## config.mk

```make
export PLATFORM = sky130hd
export DESIGN_NAME = leds_ctrl
export DESIGN_NICKNAME = d
export VERILOG_FILES = /design/src/rtl/leds_ctrl_pkg.sv /design/src/rtl/button_debounce.sv /design/src/rtl/leds_ctrl.sv
export SDC_FILE = /design/constraint.sdc
export NUM_CORES = 1
export LEC_CHECK = 0
export CORE_MARGIN = 4
export CORE_UTILIZATION = 45
export DETAILED_ROUTE_END_ITERATION = 8
export GPL_TIMING_DRIVEN = 0
export MAX_ROUTING_LAYER = met4
export SLEW_MARGIN = 20
export SYNTH_ARGS = -nofsm -noshare
export SYNTH_HDL_FRONTEND = slang
export SYNTH_SLANG_ARGS = --single-unit
export TNS_END_PERCENT = 5
```

## constraint.sdc

```tcl
create_clock -name clk -period 3.1 [get_ports clk]
set_clock_uncertainty 0.05 [all_clocks]
set_input_delay 0.62 -clock clk [delete_from_list [all_inputs] [get_ports clk]]
set_output_delay 0.62 -clock clk [all_outputs]
set_load 0.005 [all_outputs]
```

## src/rtl/leds_ctrl_pkg.sv

```systemverilog
// leds_ctrl_pkg: mode encodings, mode sequencing and LED pattern decode for leds_ctrl
package leds_ctrl_pkg;
  typedef enum logic [2:0] {
    M_OFF   = 3'd0,
    M_ON    = 3'd1,
    M_SLOW  = 3'd2,
    M_FAST  = 3'd3,
    M_CHASE = 3'd4
  } mode_e;
  localparam int N_MODES = 5;
  // Encodings past CHASE behave as OFF, so they advance to ON.
  function automatic mode_e next_mode(input mode_e m);
    return int'(m) < N_MODES - 1 ? mode_e'(m + 3'd1) :
           int'(m) == N_MODES - 1 ? M_OFF : M_ON;
  endfunction
  function automatic logic [1:0] led_decode(input mode_e m, input logic [2:0] p);
    return m == M_ON    ? 2'b11 :
           m == M_SLOW  ? {2{~p[2]}} :
           m == M_FAST  ? {2{~p[0]}} :
           m == M_CHASE ? (p[1] ? 2'b10 : 2'b01) : 2'b00;
  endfunction
endpackage

```

## src/rtl/button_debounce.sv

```systemverilog
// button_debounce: 2-flop synchronizer, stable-count debouncer and press pulse for one raw button
module button_debounce #(
  parameter int DEBOUNCE_CYCLES = 120000
) (
  input  logic clk,
  input  logic rst,
  input  logic in,
  output logic level,
  output logic press
);
  localparam int CW = $clog2(DEBOUNCE_CYCLES);
  localparam logic [CW-1:0] C_MAX = CW'(DEBOUNCE_CYCLES - 1);
  logic          r_s1, r_s2, r_lvl, r_lvl_d, r_press, r_arm;
  logic [1:0]    r_vld;
  logic [CW-1:0] r_cnt;
  logic [CW-1:0] w_inc;
  assign w_inc = r_cnt + CW'(1);
  assign level = r_lvl;
  assign press = r_press;
  // r_arm stays low until the synchronized input is seen released after reset,
  // so a button held through reset never reports a press.
  always_ff @(posedge clk) begin
    if (rst) begin
      r_s1    <= 1'b0;
      r_s2    <= 1'b0;
      r_lvl   <= 1'b0;
      r_lvl_d <= 1'b0;
      r_press <= 1'b0;
      r_arm   <= 1'b0;
      r_vld   <= 2'b00;
      r_cnt   <= '0;
    end else begin
      r_s1    <= in;
      r_s2    <= r_s1;
      r_vld   <= {r_vld[0], 1'b1};
      if (r_vld[1] && !r_s2) r_arm <= 1'b1;
      if (r_s2 == r_lvl) r_cnt <= '0;
      else if (w_inc == C_MAX) begin
        r_lvl <= ~r_lvl;
        r_cnt <= '0;
      end else r_cnt <= w_inc;
      r_lvl_d <= r_lvl;
      r_press <= r_lvl & ~r_lvl_d & r_arm;
    end
  end
endmodule

```

## src/rtl/leds_ctrl.sv

```systemverilog
// leds_ctrl: debounced MODE/PAUSE buttons driving a mode FSM, tick prescaler and registered LED patterns
module leds_ctrl
  import leds_ctrl_pkg::*;
#(
  parameter int DEBOUNCE_CYCLES = 120000,
  parameter int TICK_CYCLES     = 1200000
) (
  input  logic       clk,
  input  logic       rst,
  input  logic [1:0] but,
  output logic [1:0] led,
  output logic [2:0] mode,
  output logic       paused
);
  localparam int PW = $clog2(TICK_CYCLES);
  localparam logic [PW-1:0] P_MAX = PW'(TICK_CYCLES - 1);
  logic [1:0]    w_press;
  logic          w_tick;
  mode_e         r_mode;
  logic          r_paused;
  logic [PW-1:0] r_pre;
  logic [2:0]    r_p;
  logic [1:0]    r_led;
  for (genvar i = 0; i < 2; i++) begin : g_btn
    button_debounce #(.DEBOUNCE_CYCLES(DEBOUNCE_CYCLES)) u_db (
      .clk   (clk),
      .rst   (rst),
      .in    (but[i]),
      .level (),
      .press (w_press[i])
    );
  end
  assign w_tick = r_pre == P_MAX;
  assign led    = r_led;
  assign mode   = r_mode;
  assign paused = r_paused;
  // A MODE press wins over a simultaneous PAUSE press and always leaves the pattern running.
  always_ff @(posedge clk) begin
    if (rst) begin
      r_mode   <= M_OFF;
      r_paused <= 1'b0;
      r_pre    <= '0;
      r_p      <= '0;
      r_led    <= '0;
    end else begin
      r_led <= led_decode(r_mode, r_p);
      if (w_press[0]) begin
        r_mode   <= next_mode(r_mode);
        r_paused <= 1'b0;
        r_pre    <= '0;
        r_p      <= '0;
      end else begin
        if (w_press[1]) r_paused <= ~r_paused;
        if (!r_paused) begin
          r_pre <= w_tick ? '0 : r_pre + PW'(1);
          if (w_tick) r_p <= r_p + 3'd1;
        end
      end
    end
  end
endmodule

```

==> metrics list, run 1 <==
- Outcome: finished, final reports clean
- Synth top area share: 43.3%
- Die footprint: 0.00952 sq mm
- Root Buffer: sky130_fd_sc_hd__clkbuf_8
- Clock sinks: 78
- At the end of routability-driven placement, the weighted congestion stood at 0.826.
* Number of pins with negative max-slew slack in the final report: 0
- Crit share post-route: 81.7%
- Setup repair after global routing left no endpoint under its margin.
- Final setup violation count: 0
- For the final routed database, the setup TNS stands at 0 ns.
* Max Clk Rate: 0.395 GHz
- Antenna violations before repair: 0
* Required @ worst endpoint: 3.29 ns
- VDD IR-drop max: 0.242 mV
- Once detail routing completed, the nets flagged for antenna violations numbered 0.
- Entering global routing, the biggest net connects 14 pins.
* Sum of internal, switching and leakage power: 1.76 mW
- Input and output buffers added on the ports amount to 8.
- For this design, the CTS-stage hold fixing added 0 buffers.
- Synthesized flop and latch total: 78
- For this run, design rule violations remaining after detail routing come to 0.
- H-Tree Level Count: 3
- I/O pin cnt: 10
- When the netlist entered floorplanning its net count stood at 415.
- Die W: 97.5 microns
- Subtracting the final worst setup slack from the clock period gives 2.53 ns.
- After floorplanning, the core was sized to cover 0.00777 sq mm.
- Post-synth EDFFs: 0
* Starting DRT DRC Count: 46
- CP startpoint kind: register
* Proportion of layout cells with a drive suffix above 1: 8.47%
* Number of standard-cell rows in the floorplan: 32
- Number of synthesis warnings: 0
* Launch point of the worst path: g_btn[0].u_db.r_cnt[0]
- In this run the power density over the cells is 439 mW/mm^2.
- DR vias/cell: 4.96
- Hold path start: g_btn[0].u_db.r_s1
- Post-route insts no fill: 527
- Compared with the post-synthesis result, the final layout area differs by 10.8%.
- Standby leakage power: 1.37 nW
- Number of post-CTS setup repair buffers: 0
* Clock tree from TritonCTS: done
- Average instance area after synthesis: 9.00 sq um
- Detailed placement ended at an HPWL of 4390 microns.
* Effective utilization at floorplan: 46.5%
- In the final routed layout, each cell accounts on average for 11.5 microns.
* Remaining max-slew budget at the tightest pin: 61.3%
- Path class of the lowest-slack min-delay path: register to register
* Post-cts sizing count: 0
* Buffers from clock root to sink, at most: 2
* FF-to-FF Start: g_btn[0].u_db.r_cnt[0]
- Vertical die dimension: 97.5 microns
* DR vias: 2,615
- The number of hold violations in the final report was 0.
- Transition time at the pin with the least slew margin: 0.575 ns
- Total of max-cap violations: 0
* Clock transition at the register clock pins on the worst setup and hold paths after CTS: 0.08 ns
* Post-synthesis sequential area ratio: 43.3%
- Summed over all instances, the cell type with the most area after synthesis is sky130_fd_sc_hd__dfxtp_1.
- Gate Count Post-Synth: 401
- Clock latency on the worst-skew pair: 0.34 ns
- The number of placed instances, taps included, is 511.
- Total routing resource utilization after global routing: 14.4%
* Type of element capturing the critical path: register
- Syn Std Cell Area: 0.00361 sq mm
* Share of async-settable or async-resettable flops after synthesis: 0%
- CP arrival: 2.72 ns
- Number of buffers created by CTS: 9
- Overflow left after global routing: 0
- First-pass GRT wire length: 11,200 microns
- By area the synthesized netlist is led by sky130_fd_sc_hd__dfxtp_1, sky130_fd_sc_hd__nor2_1, sky130_fd_sc_hd__xor2_1.
* Detailed Routing Iterations Pass 1: 5
- Wire length after detailed routing: 6050 microns
- Distinct cells, synth: 55
* Critical setup path kind: register to register
* Number of global-route vias before repair: 2,517
- NumNets Final: 434
- # diodes: 0
- In the synthesized netlist the dominant register cell turns out to be sky130_fd_sc_hd__dfxtp_1.
* Critical Path Fanout Max: 10
-- cell usage in the layout (no fill, tap or decap), types with 3 or more instances in the layout --
cell type                          n
sky130_fd_sc_hd__dfxtp_1          78
sky130_fd_sc_hd__nor2_1           72
sky130_fd_sc_hd__xor2_1           27
sky130_fd_sc_hd__xnor2_1          26
sky130_fd_sc_hd__nand2_1          24
sky130_fd_sc_hd__nand3_1          17
sky130_fd_sc_hd__inv_1            16
sky130_fd_sc_hd__nor2b_1          13
sky130_fd_sc_hd__a21oi_1          12
sky130_fd_sc_hd__nand4_1          11
sky130_fd_sc_hd__clkbuf_8         11
sky130_fd_sc_hd__ha_1             10
sky130_fd_sc_hd__clkbuf_1          9
sky130_fd_sc_hd__nor2_2            8
sky130_fd_sc_hd__clkdlybuf4s50_1   8
sky130_fd_sc_hd__and3_1            7
sky130_fd_sc_hd__nor4_1            7
sky130_fd_sc_hd__nor3_1            5
sky130_fd_sc_hd__mux2i_1           4
sky130_fd_sc_hd__mux2_1            3
sky130_fd_sc_hd__or2_1             3
sky130_fd_sc_hd__o211ai_1          3
sky130_fd_sc_hd__clkinv_2          3
-- area by class of cell --
type,count,area (sq um)
fill,755,3770
buffer,12,57.6
timing repair buffer,8,80.1
multi-input combinational,295,1930
tap,102,128
clock buffer,11,151
sequential,78,1560
inverter,16,60.1
clock inverter,5,31.3
-- worst max-delay path, cell delays in order, from the launching register on --
cell                       delay (ns)
sky130_fd_sc_hd__dfxtp_1         0.42
sky130_fd_sc_hd__ha_1            0.25
sky130_fd_sc_hd__nand3_2         0.21
sky130_fd_sc_hd__or4b_1          0.52
sky130_fd_sc_hd__o211ai_1        0.12
sky130_fd_sc_hd__o211ai_1        0.18
sky130_fd_sc_hd__o31ai_1         0.33
sky130_fd_sc_hd__buf_2           0.29
sky130_fd_sc_hd__nor2_1          0.07
-- through the flow --
step	utilization [%]	setup WS [ns]	hold slack [ns]	area, sq um
final	51.5	0.567	0.390	4000
after global routing	51.5	0.320	0.417	4000
after CTS	51.5	0.559	0.396	4000
after detailed placement	49.1	0.589	0.377	3820
after global placement	49.1	0.594	0.372	3820
after floorplan	-	0.911	0.364	3610
-- final timing paths --
check | slack, ns | depth (start not counted) | to
worst max-delay path | 0.57 | 8 | g_btn[0].u_db.r_cnt[5]
worst min-delay path | 0.39 | 1 | g_btn[0].u_db.r_s2
worst max register to register | 0.57 | 8 | g_btn[0].u_db.r_cnt[5]
worst min register to register | 0.39 | 1 | g_btn[0].u_db.r_s2
-- kinds of logic after synthesis --
kind of cell / share of synthesized area, %
DFF: 43.3
xor gates and xnor gates: 13.6
muxes: 2.05
and+or+nand+nor: 27.8
buffers and inverters: 3.26
AOI/OAI and AO/OA: 6.48
adders and majority gates: 3.47
-- Yosys cell counts, types with 2 or more instances --
cell type and instances:
sky130_fd_sc_hd__or2b_1 2, sky130_fd_sc_hd__o311a_1 2, sky130_fd_sc_hd__o211ai_1 3, sky130_fd_sc_hd__xnor2_1 26, sky130_fd_sc_hd__or3_1 2, sky130_fd_sc_hd__or4b_1 2, sky130_fd_sc_hd__nor2b_1 13, sky130_fd_sc_hd__dfxtp_1 78
sky130_fd_sc_hd__ha_1 10, sky130_fd_sc_hd__inv_1 16, sky130_fd_sc_hd__xor2_1 27, sky130_fd_sc_hd__nor2_1 72, sky130_fd_sc_hd__or4_1 2, sky130_fd_sc_hd__o21ai_0 2, sky130_fd_sc_hd__nand3_1 17, sky130_fd_sc_hd__a21oi_1 12
sky130_fd_sc_hd__clkbuf_1 9, sky130_fd_sc_hd__nand2b_1 2, sky130_fd_sc_hd__nor2_2 8, sky130_fd_sc_hd__mux2i_1 4, sky130_fd_sc_hd__nor4_1 7, sky130_fd_sc_hd__nand3b_1 2, sky130_fd_sc_hd__o31ai_1 2, sky130_fd_sc_hd__and4_1 2
sky130_fd_sc_hd__nand4_1 11, sky130_fd_sc_hd__and3_1 7, sky130_fd_sc_hd__nand2_1 24, sky130_fd_sc_hd__and3b_1 2, sky130_fd_sc_hd__nor3_1 5, sky130_fd_sc_hd__mux2_1 3, sky130_fd_sc_hd__or2_1 3
-- registers in the layout, summed over array words and instances, names as in the netlist --
name	count
r_p	3
g_btn.u_db.level	2
led	2
mode	3
r_pre	21
g_btn.u_db.r_lvl_d	2
g_btn.u_db.r_vld	2
g_btn.u_db.r_s1	2
paused	1
g_btn.u_db.r_s2	2
g_btn.u_db.press	2
g_btn.u_db.r_cnt	34
g_btn.u_db.r_arm	2
-- report_power, final --
group | internal (mW) | leakage (nW) | total [mW] | switching, mW
registers | 1.01 | 0.631 | 1.02 | 0.00684
clock network | 0.333 | 0.0955 | 0.702 | 0.368
logic | 0.0149 | 0.640 | 0.0367 | 0.0218
-- layer usage --
metal,vias to the layer above,global-route usage [%],part of all wire [%],routed length (microns)
met2,22,22.2,44,2670
met1,1183,18.3,51,3110
met4,0,5.75,1.6,96
met5,-,-,0,0
met3,10,3.45,2.7,166
li1,1400,-,-,-
No activity file was read; power rests on OpenSTA's default activity.
==> inputs of run 2 (changes only) <==
==> constraint.sdc (replaced) <==
create_clock -name clk -period 2.3 [get_ports clk]
set_clock_uncertainty 0.05 [all_clocks]
set_input_delay 0.46 -clock clk [delete_from_list [all_inputs] [get_ports clk]]
set_output_delay 0.46 -clock clk [all_outputs]
set_load 0.005 [all_outputs]
==> run 2 against run 1 <==
The flow now finishes with violations (setup timing); clock power up 35%; register-to-register slack worse by 0.58 ns; die area unchanged; final area up 6.5%; sequential share of layout area down 1.7 points; worst setup slack worse by 0.58 ns; sequential power up 34%; non-clock buffer count up 14; fmax up 9.3%; critical path type unchanged; largest cell class unchanged; highest routed layer unchanged.
==> metrics list, run 2 (same netlist as run 1, synthesis figures left out) <==
- Outcome: complete, but fails checks
- Starting DRT DRC Count: 45 (-2.2%)
- The source-to-sink clock delay at the later pin of the worst-skew pair is 0.34 ns (about the same).
- The critical path is of the register to register type.
* Launch point of the worst path: g_btn[0].u_db.r_cnt[1]
- Clock transition at the register clock pins on the worst setup and hold paths after CTS: 0.08 ns (about the same)
* DRC violations left: 0 (unchanged)
- I/O Buffers: 8 (unchanged)
- The net switching share of the total power came to 22.7% (+0.089 points).
* Met1 Track Usage GR: 18.8% (+0.48 points)
- Setup WS post-layout: -0.0175 ns (-0.585 ns)
- The number of buffers on the longest clock path came to 2 (unchanged).
* Remaining max-slew budget at the tightest pin: 70.2% (+8.9 points)
- The met2 layer usage reported by global route is 23.2% (+1.0 points).
* # diodes: 0 (unchanged)
- Die W: 97.5 microns (unchanged)
* Largest registers: g_btn.u_db.r_cnt: 34 flops, r_pre: 21 flops
* NumNets Final: 448 (+3.2%)
- By instance count, the cell type seen most on the critical path is sky130_fd_sc_hd__o211ai_1.
* Final setup violation count: 1 (+1)
- The die footprint came to 0.00952 sq mm (unchanged).
- The leftover overflow at the end of global routing came to 0 (unchanged).
- The final antenna-violating net count was 0 (unchanged).
- The max-capacitance violation count is 0 (unchanged).
- Clock tree synthesis selected as its root buffer the cell sky130_fd_sc_hd__clkbuf_8.
* Cells along the critical path: ha_4, nand3_4, or4b_4, o211ai_1, o211ai_1, buf_4, nor3_4, mux2_4
- CP startpoint kind: register
- The count of buffer and inverter cells on the critical path was 1 (unchanged).
- Total count of hold-check failures in the final report: 0 (unchanged)
* Top library cells by usage in the layout, fill and taps aside: sky130_fd_sc_hd__nor2_1, sky130_fd_sc_hd__dfxtp_1, sky130_fd_sc_hd__xor2_1
- The maximum ir drop on the vdd rail is 0.326 mV (+35%).
- Logic depth of the worst setup path including buffers: 8 (unchanged)
* DP HPWL: 4390 microns (unchanged)
* Peak per-stage delay on the critical path: 0.50 ns (-0.02 ns)
- Setup slack of the most critical reg-to-reg path: -0.02 ns (-0.58 ns)
- The worst setup path is captured at a register.
- Most common library cell in the layout ignoring fill and taps: sky130_fd_sc_hd__nor2_1
- The number of pins exceeding their max-slew limit in the final report was 0 (unchanged).
- Number of fillers in the final layout: 727 (-3.7%)
* Routed wirelength normalized by instance count: 12.1 microns (+5.5%)
- In this run the critical register-to-register path is launched from g_btn[0].u_db.r_cnt[1].
- Effective utilization at floorplan: 46.5% (unchanged)
* Proportion of layout cells with a drive suffix above 1: 19.4% (+11 points)
- Number of standard-cell rows in the floorplan: 32 (unchanged)
- CP Capture Point: g_btn[0].u_db.level
- Hold-fix buffer count after cts: 0 (unchanged)
- The overall power after layout was 2.37 mW (+35%).
- g_btn.u_db.r_cnt holds more flip-flops than any other register.
* RSZ-0062 raised after global routing: true
- The final routed wirelength across all metal layers is 6550 microns (+8.4%).
- Global route hottest layer: met2
* Total routing resource utilization after global routing: 14.9% (+0.51 points)
- Max reg flops: 34 (unchanged)
- DR vias: 2,731 (+4.4%)
- Number of global-route vias before repair: 2,591 (+2.9%)
* Vertical die dimension: 97.5 microns (unchanged)
* Endpoint of the most critical register-to-register path: g_btn[0].u_db.level
* Internal power summed over all cells: 1.83 mW (+35%)
- The total clock buffers created by CTS is 9 (unchanged).
* CP arrival: 2.50 ns (-0.22 ns)
- Highest-delay cell along the critical path: sky130_fd_sc_hd__or4b_4
* Final instance area: 0.00426 sq mm (+6.5%)
- The clock net sink count came to 78 (unchanged).
- Global routing met3 resource utilization: 3.52% (+0.072 points)
* Clock tree from TritonCTS: done
- Detailed Routing Iterations Pass 1: 4 (-1)
- I/O pin cnt: 10 (unchanged)
* Max Clk Rate: 0.431 GHz (+9.3%)
* Required @ worst endpoint: 2.48 ns (-0.81 ns)
- DR vias/cell: 5.05 (+1.7%)
- Net switching power figure: 0.539 mW (+36%)
- Relative to the synthesized area, the layout overhead comes to 18.0%.
* Violations in the final reports: setup timing
- Relative contribution of combinational cells to total power: 2.4% (+0.3 points)
* First-pass GRT wire length: 11,600 microns (+3.3%)
- The area of the core region was 0.00777 sq mm (unchanged).
- The aggregate negative setup slack came to -0.0175 ns (-0.0175 ns).
- The cell area reported after detailed placement was 0.00382 sq mm (unchanged).
* R2R depth: 8 (unchanged)
* Maximum number of pins on one net before global-route repair: 14 (unchanged)
* Crit share post-route: 101% (+19 points)
* Hold Slack: 0.391 ns (+0.000416 ns)
- Cell area power density: 557 mW/mm^2 (+27%)
* Path class of the lowest-slack min-delay path: register to register
* Transition time at the pin with the least slew margin: 0.445 ns (-0.130 ns)
- Post-layout minimum cycle time: 2.32 ns (-0.215 ns)
* Standby leakage power: 1.47 nW (+7.9%)
- The number of antenna violations at the first check in global routing came to 0 (unchanged).
- Critical Path Fanout Max: 8 (-2)
- H-Tree Level Count: 3 (unchanged)
- The final estimated routing congestion in global placement came to 0.826 (unchanged).
* Flop pwr share: 57.7% (-0.2 points)
- Kind of cell adding the most delay to the critical path: simple AND/OR/NAND/NOR gates
- The clock share of power came to 39.9% (about the same).
-- run 2: through the flow --
step | util (%) | cells | setup WS (ns)
finish | 54.8 | 541 | -0.0175
global placement | 49.1 | 511 | -0.206
floorplan | - | 401 | 0.111
global route | 54.8 | 541 | -0.120
detailed placement | 49.1 | 511 | -0.211
CTS | 53.0 | 532 | 0.000962
-- run 2: layout make-up --
class	count	area [sq um]	area share (%)
plain buffers	11	70.1	1.65
clock buffers	11	151	3.55
clock inverters	5	31.3	0.734
inverters	16	60.1	1.41
multi-input cells	295	2030	47.7
flip-flops and latches	78	1590	37.3
well taps	102	128	3.00
repair buffers	23	196	4.61
-- run 2: worst min path at each step --
stage	start	endpoint	cells after the start
after detailed placement	g_btn[0].u_db.r_s1	g_btn[0].u_db.r_s2	1
after floorplan	g_btn[0].u_db.r_s1	g_btn[0].u_db.r_s2	1
after CTS	g_btn[0].u_db.r_s1	g_btn[0].u_db.r_s2	1
final	g_btn[0].u_db.r_s1	g_btn[0].u_db.r_s2	1
after global routing	g_btn[0].u_db.r_cnt[0]	g_btn[0].u_db.r_cnt[0]	1
after global placement	g_btn[1].u_db.r_vld[0]	g_btn[0].u_db.r_vld[1]	1
-- run 2: routing by layer --
layer  up-vias  share of wire [%]  routed length (microns)
met5         -                  0                        0
met4         0                1.7                      114
met3        11                2.6                      169
met2        31                 46                     3030
met1      1266                 49                     3230
li1       1423                  -                        -
-- run 2: power by group through the flow --
| stage | registers, mW | logic [mW] | clock network [mW] |
|---|---|---|---|
| after floorplan | 1.40 | 0.0372 | 0 |
| after CTS | 1.37 | 0.0555 | 0.981 |
| final | 1.37 | 0.0571 | 0.947 |
| after detailed placement | 1.40 | 0.0504 | 0 |
| after global routing | 1.37 | 0.0658 | 1.04 |
| after global placement | 1.40 | 0.0501 | 0 |
-- run 2: what timing repair did --
action | in CTS | in global routing
cloned | 2 | 0
pin swaps | 2 | 7
endpoints found under the setup margin | 22 | 34
buffers inserted | 4 | 9
gates resized for setup | 22 | 32
==> inputs of run 3 (changes only) <==
--- a/config.mk
+++ b/config.mk
@@ -7,6 +7,7 @@
 export LEC_CHECK = 0
 export CORE_MARGIN = 4
 export CORE_UTILIZATION = 45
+export CTS_BUF_LIST = sky130_fd_sc_hd__clkbuf_8
 export DETAILED_ROUTE_END_ITERATION = 8
 export GPL_TIMING_DRIVEN = 0
 export MAX_ROUTING_LAYER = met4
==> results of run 3 <==
The final DEF is identical to that of run 2; final timing and power are the same.
